`src/rtl/mouse_tracker.sv`:
```
// PS/2 3-byte mouse packet decoder with clamped cursor position accumulation.
// Produces registered cursor coordinates, button levels and click/packet/error pulses.
module mouse_tracker #(
    parameter int unsigned X_MAX          = 799,
    parameter int unsigned Y_MAX          = 599,
    parameter int unsigned X_INIT         = 400,
    parameter int unsigned Y_INIT         = 300,
    parameter int unsigned TIMEOUT_CYCLES = 100000
) (
    input  logic        i_clk,
    input  logic        i_rst,
    input  logic [7:0]  i_rx_data,
    input  logic        i_rx_valid,
    output logic [11:0] o_mouse_xpos,
    output logic [11:0] o_mouse_ypos,
    output logic        o_mouse_left,
    output logic        o_mouse_right,
    output logic        o_left_click,
    output logic        o_right_click,
    output logic        o_pkt_done,
    output logic        o_pkt_err
);

    localparam int unsigned TW = (TIMEOUT_CYCLES > 1) ? $clog2(TIMEOUT_CYCLES) : 1;
    localparam logic [TW-1:0] TimerLast = TW'(TIMEOUT_CYCLES - 1);
    localparam logic signed [12:0] XMaxS = 13'(X_MAX);
    localparam logic signed [12:0] YMaxS = 13'(Y_MAX);

    typedef enum logic [1:0] {StB0, StB1, StB2} state_e;

    state_e          r_state, w_state_d;
    logic [TW-1:0]   r_timer, w_timer_d;
    // Header fields: {Yovf, Xovf, Ysign, Xsign, right, left}
    logic [5:0]      r_hdr, w_hdr_d;
    logic [7:0]      r_xbyte, w_xbyte_d;
    logic            w_apply;
    logic            w_err;

    logic [11:0]     r_xpos, r_ypos;
    logic            r_left, r_right;
    logic            r_left_click, r_right_click;
    logic            r_pkt_done, r_pkt_err;

    logic signed [12:0] w_dx, w_dy, w_nx, w_ny;
    logic [11:0]        w_xpos_new, w_ypos_new;

    // Middle button is deliberately ignored.
    logic w_unused;
    assign w_unused = i_rx_data[2];

    always_ff @(posedge i_clk) begin
        if (i_rst) begin
            r_state <= StB0;
            r_timer <= '0;
            r_hdr   <= '0;
            r_xbyte <= '0;
        end else begin
            r_state <= w_state_d;
            r_timer <= w_timer_d;
            r_hdr   <= w_hdr_d;
            r_xbyte <= w_xbyte_d;
        end
    end

    always_comb begin
        w_state_d = r_state;
        w_timer_d = r_timer;
        w_hdr_d   = r_hdr;
        w_xbyte_d = r_xbyte;
        w_apply   = 1'b0;
        w_err     = 1'b0;
        case (r_state)
            StB0: begin
                w_timer_d = '0;
                if (i_rx_valid) begin
                    if (i_rx_data[3]) begin
                        w_hdr_d   = {i_rx_data[7:4], i_rx_data[1:0]};
                        w_state_d = StB1;
                    end else begin
                        w_err = 1'b1;
                    end
                end
            end
            StB1, StB2: begin
                if (i_rx_valid) begin
                    w_timer_d = '0;
                    if (r_state == StB1) begin
                        w_xbyte_d = i_rx_data;
                        w_state_d = StB2;
                    end else begin
                        w_apply   = 1'b1;
                        w_state_d = StB0;
                    end
                end else if (r_timer == TimerLast) begin
                    w_timer_d = '0;
                    w_err     = 1'b1;
                    w_state_d = StB0;
                end else begin
                    w_timer_d = r_timer + TW'(1);
                end
            end
            default: begin
                w_state_d = StB0;
                w_timer_d = '0;
            end
        endcase
    end

    // The Y byte is consumed straight from the bus in the apply cycle.
    always_comb begin
        w_dx = r_hdr[4] ? 13'sd0 : {{4{r_hdr[2]}}, r_hdr[2], r_xbyte};
        w_dy = r_hdr[5] ? 13'sd0 : {{4{r_hdr[3]}}, r_hdr[3], i_rx_data};
        w_nx = $signed({1'b0, r_xpos}) + w_dx;
        w_ny = $signed({1'b0, r_ypos}) - w_dy;

        if (w_nx < 13'sd0) begin
            w_xpos_new = '0;
        end else if (w_nx > XMaxS) begin
            w_xpos_new = 12'(X_MAX);
        end else begin
            w_xpos_new = w_nx[11:0];
        end

        if (w_ny < 13'sd0) begin
            w_ypos_new = '0;
        end else if (w_ny > YMaxS) begin
            w_ypos_new = 12'(Y_MAX);
        end else begin
            w_ypos_new = w_ny[11:0];
        end
    end

    always_ff @(posedge i_clk) begin
        if (i_rst) begin
            r_xpos        <= 12'(X_INIT);
            r_ypos        <= 12'(Y_INIT);
            r_left        <= 1'b0;
            r_right       <= 1'b0;
            r_left_click  <= 1'b0;
            r_right_click <= 1'b0;
            r_pkt_done    <= 1'b0;
            r_pkt_err     <= 1'b0;
        end else begin
            r_left_click  <= 1'b0;
            r_right_click <= 1'b0;
            r_pkt_done    <= w_apply;
            r_pkt_err     <= w_err;
            if (w_apply) begin
                r_xpos        <= w_xpos_new;
                r_ypos        <= w_ypos_new;
                r_left        <= r_hdr[0];
                r_right       <= r_hdr[1];
                r_left_click  <= r_hdr[0] & ~r_left;
                r_right_click <= r_hdr[1] & ~r_right;
            end
        end
    end

    assign o_mouse_xpos  = r_xpos;
    assign o_mouse_ypos  = r_ypos;
    assign o_mouse_left  = r_left;
    assign o_mouse_right = r_right;
    assign o_left_click  = r_left_click;
    assign o_right_click = r_right_click;
    assign o_pkt_done    = r_pkt_done;
    assign o_pkt_err     = r_pkt_err;

endmodule

```
`config.mk`:
```
export PLATFORM = sky130hd
export DESIGN_NAME = mouse_tracker
export DESIGN_NICKNAME = d
export VERILOG_FILES = /design/src/rtl/mouse_tracker.sv
export SDC_FILE = /design/constraint.sdc
export NUM_CORES = 1
export LEC_CHECK = 0
export BUFFER_PORTS_ARGS = -buffer_cell sky130_fd_sc_hd__buf_4
export CORE_ASPECT_RATIO = 1.4
export CORE_MARGIN = 8
export CORE_UTILIZATION = 59
export DETAILED_ROUTE_END_ITERATION = 16
export PLACE_DENSITY = 0.8
export RECOVER_POWER = 25
export SLEW_MARGIN = 20
export SYNTH_ARGS = -nofsm -noshare
export SYNTH_HDL_FRONTEND = slang
export SYNTH_SLANG_ARGS = --single-unit
export TNS_END_PERCENT = 20
```
`constraint.sdc`:
```
create_clock -name i_clk -period 4 [get_ports i_clk]
set_input_delay 0.8 -clock i_clk [delete_from_list [all_inputs] [get_ports i_clk]]
set_output_delay 0.8 -clock i_clk [all_outputs]
set_load 0.01 [all_outputs]
```
After elaboration in Yosys (flattened, before gate mapping)
Cells that the tools add are included.
{"block": "classes", "addsub": 3, "n_lt_le_gt_ge": 4, "n_eq_ne": 6, "muxes": 20, "bitwise": 6, "n_reduce_logical": 7}
{"operator": "12-bit 2-to-1 mux", "n": 4}
{"operator": "13-bit by 11-bit greater-than comparator with 1-bit output, second input constant", "n": 2}
{"operator": "13-bit by 1-bit less-than comparator with 1-bit output, second input constant", "n": 2}
{"operator": "13-bit 2-to-1 mux", "n": 2}
{"operator": "17-bit by 1-bit adder with 17-bit output, second input constant", "n": 1}
{"operator": "17-bit equality test, second input constant", "n": 1}
{"operator": "13-bit adder", "n": 1}
{"operator": "13-bit subtractor", "n": 1}
{"operator": "2-bit 2-to-1 mux", "n": 5}
{"operator": "3-bit AND reduction", "n": 3}
{"operator": "1-bit 2-to-1 mux", "n": 7}
{"operator": "2-bit != test, second input constant", "n": 2}
{"operator": "1-bit inverter", "n": 4}
{"operator": "2-bit case mux with 2 select lines", "n": 1}
{"operator": "2-bit OR reduction", "n": 2}
{"operator": "4-bit OR reduction", "n": 1}
{"operator": "3-bit != test, second input constant", "n": 1}
{"operator": "1-bit bitwise AND", "n": 2}
{"operator": "2-bit by 1-bit equality test with 1-bit output, second input constant", "n": 1}
{"operator": "2-bit equality test, second input constant", "n": 1}
{"operator": "2-bit logical NOT", "n": 1}
{"operator": "1-bit case mux with 2 select lines", "n": 1}
{"block": "word_totals", "register_bits": 63, "in_bits": 11, "out_inout_bits": 30, "word_cells": 58}

Longest topological paths before layout
Gate-level depths: netlist of run 1.
{"block": "depth", "word_depth": 6, "ltp_mapped": 13, "ltp_nobuf": 12}

Worst setup path before layout of run 1
No wires, ideal clock.
{"block": "synth_path", "kind": "input to register", "startpoint": "in i_rx_data[0]", "endpoint": "reg r_ypos[3] (netlist: o_mouse_ypos[3])", "setup_ns": 0.122, "arrival_time_ns": 3.117, "t_required_ns": 3.878, "path_slack_ns": 0.761, "cell_stages": 11, "n_path_buf": 0, "path_cell_list": "nor2b_1 ha_1 fa_1 nand2b_2 a21oi_2 o21a_2 nor3_1 or3_4 a41oi_4 nor2_1 a221o_1"}
{"block": "synth_between", "elab_chain_len": 5, "word_cells_on_any_way": 6, "cone_classes": "add/sub: 1; order compare: 2; mux: 3"}
{"element": "from (decl)", "line_no": "12", "source": "input logic [7:0] i_rx_data,"}
{"element": "13-bit 2-to-1 mux *", "line_no": "112", "source": "w_dy = r_hdr[5] ? 13'sd0 : {{4{r_hdr[3]}}, r_hdr[3], i_rx_data};"}
{"element": "13-bit subtractor *", "line_no": "114", "source": "w_ny = $signed({1'b0, r_ypos}) - w_dy;"}
{"element": "13-bit by 11-bit greater-than comparator with 1-bit output", "line_no": "126", "source": "end else if (w_ny > YMaxS) begin"}
{"element": "12-bit 2-to-1 mux", "line_no": "126"}
{"element": "12-bit 2-to-1 mux *", "line_no": "124", "source": "if (w_ny < 13'sd0) begin"}
{"element": "to (signal assigned)", "line_no": "136", "source": "r_ypos <= 12'(Y_INIT);"}
{"element": "to (signal assigned)", "line_no": "150", "source": "r_ypos <= w_ypos_new;"}
{"element": "to (decl)", "line_no": "39", "source": "logic [11:0] r_xpos, r_ypos;"}
Every way passes the cells marked *; elsewhere a longest branch is shown, timed or not.
A chain may end at the register's enable or synchronous reset.

Worst setup path after layout of run 1
{"block": "layout_path", "startpoint": "in i_rx_data[0]", "endpoint": "reg r_ypos[8] (netlist: o_mouse_ypos[8])"}
The elaborated chain is that of the path after synthesis.

==> results of run 1 <==
-- per-stage QoR --
stage               hold WS [ns]  cell area [µm²]  instances  setup slack (ns)   util
floorplan                  0.430             3740        445             0.761      -
global placement           0.439             4070        543             0.480  0.660
detailed placement         0.440             4070        543             0.409  0.660
CTS                        0.454             4310        559             0.786  0.699
global route               0.472             4280        559             0.661  0.694
finish                     0.451             4280        559             0.749  0.694
-- power breakdown --
| part | switching (mW) | leakage, nW | internal (mW) | total (mW) |
|---|---|---|---|---|
| clock network | 0.263 | 0.120 | 0.416 | 0.679 |
| logic | 0.147 | 1.05 | 0.108 | 0.255 |
| registers | 0.0132 | 0.510 | 0.639 | 0.652 |
| total | 0.424 | 1.68 | 1.16 | 1.59 |
-- tightest hold or removal path: cells and delay by family, from the launching register on --
family,cells,cell delay [ns]
AND/OR/NAND/NOR,1,0.05
flip-flops,1,0.31
AO/OA/AOI/OAI,1,0.05
-- worst paths after layout --
check	endpoint	slack (ns)	depth (start not counted)
max	o_mouse_ypos[8]	0.75	12
min	r_xbyte[7]	0.45	2
min reg2reg	r_xbyte[7]	0.45	2
max reg2reg	o_mouse_ypos[8]	0.89	11
-- registers in the layout, indices dropped and copies added, names as in the netlist --
name,count
o_mouse_xpos,12
r_xbyte,8
r_hdr,6
r_timer,17
o_pkt_err,1
o_mouse_ypos,12
o_mouse_left,1
o_pkt_done,1
r_state,2
o_left_click,1
o_right_click,1
o_mouse_right,1
-- layout make-up --
type	count	share of cell area
Tap cell	72	0.0210
Timing Repair Buffer	41	0.0649
Multi-Input combinational cell	353	0.550
Sequential cell	63	0.294
Clock inverter	7	0.0280
Inverter	14	0.0123
Clock buffer	9	0.0289
-- layer usage --
metal,part of all wire,track usage,vias up
met2,0.53,0.360,85
met1,0.39,0.183,1520
met5,0,0,-
met4,0.031,0.0982,0
li1,-,-,1648
met3,0.050,0.0500,21
-- cell usage in the layout (no fill, tap or decap), drive strengths merged, types with 5 or more instances in the layout --
cell / synthesis / layout
dfxtp: 63 / 63
nor2: 47 / 47
nand2: 43 / 43
buf: 6 / 33
a21oi: 28 / 28
ha: 25 / 25
o21ai: 23 / 23
nand2b: 19 / 19
xnor2: 17 / 17
clkbuf: 9 / 17
nand3: 15 / 15
inv: 14 / 15
nor3: 14 / 14
nor2b: 13 / 13
xor2: 13 / 13
a21o: 7 / 7
mux2i: 7 / 7
nand4: 6 / 6
o31ai: 6 / 6
nor3b: 6 / 6
and3: 6 / 6
o21a: 6 / 6
and2: 5 / 5
or3: 5 / 5
or2: 5 / 5
-- cell families (layout without fill, tap and decap cells) --
logic type	Yosys count	count (layout)	share of synthesized area
buffers and inverters	29	71	0.0321
flip-flops	63	63	0.337
multiplexers	7	7	0.0187
adder cells (fa/ha/maj)	27	27	0.0944
XOR/XNOR	30	30	0.0703
AND/OR/NAND/NOR	191	191	0.263
AO/OA/AOI/OAI	98	98	0.184
==> reports/results.ini, run 1 <==
[cts]
cts_resized=0
htree_num_levels=3
cts_setup_buffers=0
holdBufCountCts=0
cts_root_buffer=clkbuf_8
cts_tree=built
clock-sinks=63
path_clk_slew_ns=0.07
cts_buffer_depth=2
clk_latency_ns=0.35
cts_made_buffers=9

[sta]
slew_headroom=0.530
setup_tns_ns=0
drv_slew=0
hold_violations=0
finalCritPeriodShare=0.813
fmax_mhz=308
skew_ns=0.0102
rsz0062_at_grt=false
layout_min_cycle_time_ns=3.25
setup_violations=0
worst_pin_slew_ns=0.703

[routing]
drt_iter0_drc=225
avgViaCountPerCell=5.86
ant_nets=0
vias=3274
route.detailed.drc=0
drt-wirelength-per-cell_um=15.6
drtPass1Iterations=5
wirelength_mm=8.72

[cells_and_area]
antenna_cells=0
nets=520
ff_latch_area_mm2=0.00126
multi_input_area_mm2=0.00236
num-fill-cells=517
synthToLayoutAreaGrowth_pct=14.6
drive_above_1_share=0.142

[setup_path]
worst_ep_arrival_time_ns=3.48
worst-setup-path-type=in -> reg
worstSetupStartpointType=input pin
cp_slowest_cell=fa_1
critPathCaptureType=flip-flop
crit_family=compound AO/OA/AOI/OAI gates
slowest_delay_ns=0.40
crit_start=i_rx_data[0]
timing.rr.start=r_hdr[5]
crit_buf_inv=1
critPathMaxFanout=7
critical_path.cell_chain=buf_4 -> nor2b_1 -> ha_1 -> fa_1 -> nand2b_2 -> a21oi_2 -> o21a_2 -> nor3_1 -> or3_4 -> a41oi_4 -> nor2_1 -> a221o_1
crit_required_ns=4.23

[power_and_ir_drop]
design_power_total_mw=1.59
vdd.ir_drop.worst_v=0.000320
leakage_nw=1.68
powerDensity_mw_per_mm2=370

[die]
io-pin-count=41
rows=34
initial_core_util=0.606
die_h_um=110
core-area_mm2=0.00617
fp.dieW_um=83.3
die-area_mm2=0.00918

[synth]
synth.most_common_cell=dfxtp_1
yosysWarnings=0
synth_seq_area_share=0.337
async_flop_share=0
yosys-top-cells-area=dfxtp_1 34%, ha_1 8.4%, nor2_1 4.7%, nand2_1 4.2%, xnor2_1 4.0%
synth-seq-cells=63
ys_types=64
avgSynthCellArea_um2=8.40
synthCells=445
synth_area_mm2=0.00374
synth_edf_count=0
yosysTopAreaCell=dfxtp_1
synth_top_area_frac=0.337
synthTopCellsByCount=63 x dfxtp_1, 47 x nor2_1, 42 x nand2_1
syn-num-nets=483
synth_flop_cell=dfxtp_1

[grt]
grt_pass1_wl_mm=14.2
antenna_found_initial=0
overflow=0
grt_usage=0.189
grt_max_degree=30
grt_pass1_vias=3184

[hold_path]
hp-start=r_xbyte[7]
min_path_type=reg -> reg

[placed_design]
routabilityCongestion=0.966
dp_hpwl_mm=6.76
io_buffers=40

[run]
drv_cap=0

[outcome]
status=complete, no violations

Power figures use the tool's default switching activity.
==> run 2: changes to the inputs <==
--- a/config.mk
+++ b/config.mk
@@ -8,9 +8,9 @@
 export BUFFER_PORTS_ARGS = -buffer_cell sky130_fd_sc_hd__buf_4
 export CORE_ASPECT_RATIO = 1.4
 export CORE_MARGIN = 8
-export CORE_UTILIZATION = 59
+export CORE_UTILIZATION = 53
 export DETAILED_ROUTE_END_ITERATION = 16
-export PLACE_DENSITY = 0.8
+export PLACE_DENSITY = 0.76
 export RECOVER_POWER = 25
 export SLEW_MARGIN = 20
 export SYNTH_ARGS = -nofsm -noshare
==> constraint.sdc (replaced) <==
create_clock -name i_clk -period 2.75 [get_ports i_clk]
set_input_delay 0.55 -clock i_clk [delete_from_list [all_inputs] [get_ports i_clk]]
set_output_delay 0.55 -clock i_clk [all_outputs]
set_load 0.01 [all_outputs]
==> reports/results.ini, run 2 (same netlist as run 1, synthesis figures left out) <==
[setup_path]
critPathMaxFanout=6  ; was 7
cp_slowest_cell=or4_4  ; was fa_1
critical_path.cell_chain=nor2b_1 -> ha_2 -> fa_2 -> nand2b_4 -> a21oi_4 -> buf_4 -> o31ai_4 -> a21boi_2 -> or4_4 -> and3_4 -> nor3_1 -> a221o_1  ; was buf_4 -> nor2b_1 -> ha_1 -> fa_1 -> nand2b_2 -> a21oi_2 -> o21a_2 -> nor3_1 -> or3_4 -> a41oi_4 -> nor2_1 -> a221o_1
crit_family=simple AND/OR/NAND/NOR gates  ; was compound AO/OA/AOI/OAI gates
crit_required_ns=3.03  ; was 4.23 ns
crit_buf_inv=1  ; unchanged
worst_ep_arrival_time_ns=2.97  ; was 3.48 ns
critPathCaptureType=flip-flop  ; unchanged
crit_start=r_hdr[5]  ; was i_rx_data[0]
worst-setup-path-type=reg -> reg  ; was in -> reg
crit_end=o_mouse_ypos[3]  ; was o_mouse_ypos[8]
worstSetupStartpointType=flip-flop  ; was input pin
r2r-end=o_mouse_ypos[3]  ; was o_mouse_ypos[8]
r2r_slack_ns=0.06  ; was 0.89 ns
worst-path-stages=12  ; unchanged
slowest_delay_ns=0.42  ; was 0.40 ns
ff2ff_path_depth=12  ; was 11
timing.rr.start=r_hdr[5]  ; unchanged

[grt]
overflow=0  ; unchanged
grt_pass1_vias=3444  ; was 3184
grt_usage=0.191  ; was 0.189
antenna_found_initial=0  ; unchanged
grt_max_degree=30  ; unchanged
grt_pass1_wl_mm=15.3  ; was 14.2 mm

[routing]
wirelength_mm=9.65  ; was 8.72 mm
dr_wl_met2_mm=4.84  ; was 4.63 mm
highest_layer=met4  ; unchanged
wl_met1_mm=3.93  ; was 3.39 mm
drtPass1Iterations=4  ; was 5
drt-wirelength-per-cell_um=15.5  ; was 15.6 µm
route.met3.wl_um=449  ; was 434 µm
route.detailed.drc=0  ; unchanged
vias=3486  ; was 3274
drt_iter0_drc=232  ; was 225
avgViaCountPerCell=5.60  ; was 5.86
ant_nets=0  ; unchanged

[die]
rows=36  ; was 34
core-area_mm2=0.00689  ; was 0.00617 mm²
initial_core_util=0.542  ; was 0.606
die_h_um=115  ; was 110 µm
fp.dieW_um=87.0  ; was 83.3 µm
io-pin-count=41  ; unchanged
die-area_mm2=0.0100  ; was 0.00918 mm²

[sta]
worst_pin_slew_ns=0.717  ; was 0.703 ns
drv_slew=0  ; unchanged
slew_headroom=0.521  ; was 0.530
whs_ns=0.457  ; was 0.451 ns
rsz0062_at_grt=true  ; was false
finalCritPeriodShare=0.978
setup_violations=0  ; unchanged
fin_ws_ns=0.0614  ; was 0.749 ns
hold_violations=0  ; unchanged
skew_ns=0.00984  ; was 0.0102 ns
layout_min_cycle_time_ns=2.69
fmax_mhz=372

[outcome]
status=complete, no violations  ; unchanged

[cells_and_area]
largest_reg_flops=17  ; unchanged
layout_common_cells=60 x dfxtp_1, 56 x buf_4, 44 x nor2_1, 42 x nand2_1, 23 x clkbuf_1  ; was 63 x dfxtp_1, 47 x nor2_1, 42 x nand2_1, 33 x buf_4, 26 x a21oi_1
finalCoreUtilization=0.690  ; was 0.694
design_area_mm2=0.00475  ; was 0.00428 mm²
ff_latch_area_mm2=0.00127  ; was 0.00126 mm²
antenna_cells=0  ; unchanged
nets=560  ; was 520
drive_above_1_share=0.254  ; was 0.142
multi_input_area_mm2=0.00258  ; was 0.00236 mm²
num-fill-cells=557  ; was 517
final_common_cell=dfxtp_1  ; unchanged
top_register=r_timer  ; unchanged
synthToLayoutAreaGrowth_pct=27.1  ; was 14.6%

[cts]
htree_num_levels=3  ; unchanged
path_clk_slew_ns=0.08  ; was 0.07 ns
cts_buffer_depth=2  ; unchanged
clk_latency_ns=0.34  ; was 0.35 ns
cts_root_buffer=clkbuf_8  ; unchanged
cts_made_buffers=9  ; unchanged
clock-sinks=63  ; unchanged
cts_tree=built  ; unchanged
holdBufCountCts=0  ; unchanged

[hold_path]
min_path_type=reg -> reg  ; unchanged
hp-start=r_xbyte[2]  ; was r_xbyte[7]

[power_and_ir_drop]
leakage_nw=1.83  ; was 1.68 nW
powerDensity_mw_per_mm2=481  ; was 370 mW/mm²
vdd.ir_drop.worst_v=0.000451  ; was 0.000320 V

[placed_design]
io_buffers=40  ; unchanged
placed_area_mm2=0.00438  ; was 0.00407 mm²
place_ws_ns=-0.363  ; was 0.409 ns
routabilityCongestion=0.909  ; was 0.966
dp_hpwl_mm=7.05  ; was 6.76 mm

[run]
drv_cap=0  ; unchanged

-- run 2: what timing repair did --
item                                   CTS  global route
resized for setup                        4            46
buffers inserted                         0             5
setup endpoints to repair                9            19
pin swaps                                0            15
endpoints found under the hold margin    0             0
-- run 2: worst min-delay path by stage --
| stage | end | cells after the start |
|---|---|---|
| 2_1_floorplan | r_timer[0] | 1 |
| 3_3_place_gp | r_xbyte[6] | 2 |
| 3_5_place_dp | r_xbyte[3] | 2 |
| 4_1_cts | r_xbyte[2] | 2 |
| 5_1_grt | r_hdr[5] | 3 |
| 6_report | r_xbyte[2] | 2 |
-- run 2: metrics by stage --
step                std cells  total power, mW  setup TNS (ns)
floorplan                 445             1.25          -0.238
global placement          601             1.42           -1.56
detailed placement        601             1.43           -2.66
CTS                       617             2.21               0
global route              622             2.38          -0.190
finish                    622             2.28               0
-- run 2: cell type report --
class	instances	area share
clock buffers	10	0.0269
clock inverters	6	0.0129
inverters	14	0.0111
multi-input cells	353	0.543
flip-flops and latches	63	0.267
well taps	95	0.0250
repair buffers	81	0.115
-- run 2: report_power, final --
group	internal (mW)	total (mW)	switching, mW
Sequential	0.929	0.947	0.0183
Clock	0.415	0.790	0.375
Combinational	0.272	0.547	0.275
-- run 2: worst reg2reg max path, delay by kind of cell (launching register included) --
family | cells | cell delay, ns
simple gates | 5 | 1.11
compound gates | 4 | 0.59
fa+ha+maj | 2 | 0.42
flops | 1 | 0.37
buf+inv | 1 | 0.16
-- run 2: per-layer routing --
layer,up-vias,GRT usage
li1,1721,-
met1,1634,0.202
met2,97,0.336
met3,34,0.0429
met4,0,0.115
met5,-,0
==> run 3: changes to the inputs <==
--- a/config.mk
+++ b/config.mk
@@ -8,9 +8,9 @@
 export BUFFER_PORTS_ARGS = -buffer_cell sky130_fd_sc_hd__buf_4
 export CORE_ASPECT_RATIO = 1.4
 export CORE_MARGIN = 8
-export CORE_UTILIZATION = 53
+export CORE_UTILIZATION = 59
 export DETAILED_ROUTE_END_ITERATION = 16
-export PLACE_DENSITY = 0.76
+export PLACE_DENSITY = 0.8
 export RECOVER_POWER = 25
 export SLEW_MARGIN = 20
 export SYNTH_ARGS = -nofsm -noshare
==> constraint.sdc (replaced) <==
create_clock -name i_clk -period 2.53 [get_ports i_clk]
set_input_delay 0.506 -clock i_clk [delete_from_list [all_inputs] [get_ports i_clk]]
set_output_delay 0.506 -clock i_clk [all_outputs]
set_load 0.01 [all_outputs]
==> reports/results.ini, run 3 (same netlist as run 1, synthesis figures left out) <==
[setup_path]
worst_ep_arrival_time_ns=3.08  ; was 2.97 ns
r2r-end=o_mouse_ypos[5]  ; was o_mouse_ypos[3]
critPathCaptureType=flip-flop  ; unchanged
timing.rr.start=r_hdr[5]  ; unchanged
crit_start=r_hdr[5]  ; unchanged
worstSetupStartpointType=flip-flop  ; unchanged
ff2ff_path_depth=12  ; unchanged
crit_end=o_mouse_ypos[5]  ; was o_mouse_ypos[3]
crit_required_ns=2.79  ; was 3.03 ns
r2r_slack_ns=-0.29  ; was 0.06 ns
critPathMaxFanout=6  ; unchanged
worst-setup-path-type=reg -> reg  ; unchanged

[hold_path]
min_path_type=in -> reg  ; was reg -> reg
min_path_cells=3  ; was 2

[grt]
grt_max_degree=30  ; unchanged
grt_pass1_vias=3821  ; was 3444
overflow=0  ; unchanged
grt_pass1_wl_mm=17.9  ; was 15.3 mm
grt_usage=0.240  ; was 0.191
antenna_found_initial=0  ; unchanged

[outcome]
violations=setup timing
status=complete, but fails checks  ; was complete, no violations

[cells_and_area]
final_common_cell=buf_4  ; was dfxtp_1
largest_reg_flops=17  ; unchanged
antenna_cells=0  ; unchanged
layout_common_cells=77 x buf_4, 60 x dfxtp_1, 43 x nor2_1, 42 x nand2_1, 22 x a21oi_1  ; was 60 x dfxtp_1, 56 x buf_4, 44 x nor2_1, 42 x nand2_1, 23 x clkbuf_1
drive_above_1_share=0.307  ; was 0.254
nets=580  ; was 560
synthToLayoutAreaGrowth_pct=35.2  ; was 27.1%
design_area_mm2=0.00505  ; was 0.00475 mm²
top_register=r_timer  ; unchanged
finalCoreUtilization=0.819  ; was 0.690

[sta]
setup_tns_ns=-2.36  ; was 0 ns
worst_pin_slew_ns=0.816  ; was 0.717 ns
layout_min_cycle_time_ns=2.82  ; was 2.69 ns
fin_ws_ns=-0.288  ; was 0.0614 ns
rsz0062_at_grt=true  ; unchanged
fmax_mhz=355  ; was 372 MHz
skew_ns=0.00531  ; was 0.00984 ns
slew_headroom=0.455  ; was 0.521
finalCritPeriodShare=1.11  ; was 0.978
setup_violations=18  ; was 0
hold_violations=0  ; unchanged
drv_slew=0  ; unchanged

[power_and_ir_drop]
powerDensity_mw_per_mm2=554  ; was 481 mW/mm²
leakage_nw=2.00  ; was 1.83 nW
vdd.ir_drop.worst_v=0.000479  ; was 0.000451 V

[routing]
drt-wirelength-per-cell_um=18.8  ; was 15.5 µm
drtPass1Iterations=5  ; was 4
ant_nets=0  ; unchanged
drt_iter0_drc=294  ; was 232
vias=3817  ; was 3486
wirelength_mm=11.6  ; was 9.65 mm
avgViaCountPerCell=6.17  ; was 5.60
route.detailed.drc=0  ; unchanged

[placed_design]
placed_area_mm2=0.00445  ; was 0.00438 mm²
io_buffers=40  ; unchanged
routabilityCongestion=0.944  ; was 0.909
place_ws_ns=-0.602  ; was -0.363 ns
dp_hpwl_mm=7.26  ; was 7.05 mm

[die]
rows=34  ; was 36
die-area_mm2=0.00918  ; was 0.0100 mm²
io-pin-count=41  ; unchanged
core-area_mm2=0.00617  ; was 0.00689 mm²
initial_core_util=0.606  ; was 0.542
fp.dieW_um=83.3  ; was 87.0 µm
die_h_um=110  ; was 115 µm

[cts]
holdBufCountCts=0  ; unchanged
cts_tree=built  ; unchanged
htree_num_levels=3  ; unchanged
clock-sinks=63  ; unchanged
cts_buffer_depth=2  ; unchanged
cts_made_buffers=9  ; unchanged
clk_latency_ns=0.35  ; was 0.34 ns
path_clk_slew_ns=0.07  ; was 0.08 ns
cts_root_buffer=clkbuf_8  ; unchanged

[run]
drv_cap=0  ; unchanged

run 3: cell types whose count changed in the layout (fill, tap and decap cells not counted), sizes merged:
cell and change:
clkinvlp -1, bufinv +1, clkinv -4, buf +24
run 3: how the worst min path moves through the flow:
stage	end	startpoint	slack, ns
3_3_place_gp	r_xbyte[6]	r_xbyte[6]	0.44
3_5_place_dp	r_xbyte[2]	r_xbyte[2]	0.45
6_report	r_xbyte[2]	i_rx_data[2]	0.44
5_1_grt	r_xbyte[2]	i_rx_data[2]	0.42
4_1_cts	r_xbyte[2]	i_rx_data[2]	0.42
2_1_floorplan	r_timer[0]	r_timer[0]	0.43
run 3: layout make-up:
| type | instances | area, µm² |
|---|---|---|
| inverters | 14 | 52.6 |
| repair buffers | 101 | 713 |
| clock inverters | 2 | 60.1 |
| multi-input cells | 353 | 2690 |
| flip-flops and latches | 63 | 1270 |
| well taps | 72 | 90.1 |
| fillers | 362 | 1110 |
| clock buffers | 14 | 183 |
run 3: where the power goes:
part           switching, mW  leakage, nW  total (mW)  internal, mW
registers             0.0209        0.511        1.03          1.01
logic                  0.372         1.37       0.717         0.345
clock network          0.388        0.123        1.05         0.663
total                  0.781         2.00        2.80          2.02
run 3: stage by stage:
stage	total power, mW	std cells	hold WS, ns
floorplan	1.36	445	0.430
global placement	1.54	591	0.438
detailed placement	1.55	591	0.446
CTS	2.70	614	0.418
global route	2.89	619	0.420
finish	2.80	619	0.436
run 3: repair_timing:
| action | in CTS | in global routing |
|---|---|---|
| setup endpoints to repair | 20 | 20 |
| pin swaps | 16 | 17 |
| gates resized for setup | 44 | 26 |
| buffers inserted | 7 | 5 |
run 3: critical path, stage by stage, from the launching register on:
cell,delay [ns]
dfxtp_4,0.37
nor2b_2,0.12
ha_2,0.20
fa_2,0.21
nand2b_4,0.15
nand2b_1,0.08
a211oi_2,0.38
nor3_4,0.09
o31ai_4,0.31
a41oi_4,0.15
buf_6,0.15
or2_4,0.26
o31ai_4,0.24
run 3: layer usage:
metal | wire (µm) | up-vias | track usage
li1 | - | 1765 | -
met1 | 4330 | 1800 | 0.229
met2 | 5910 | 190 | 0.442
met3 | 683 | 62 | 0.0610
met4 | 688 | 0 | 0.176
met5 | 0 | - | 0
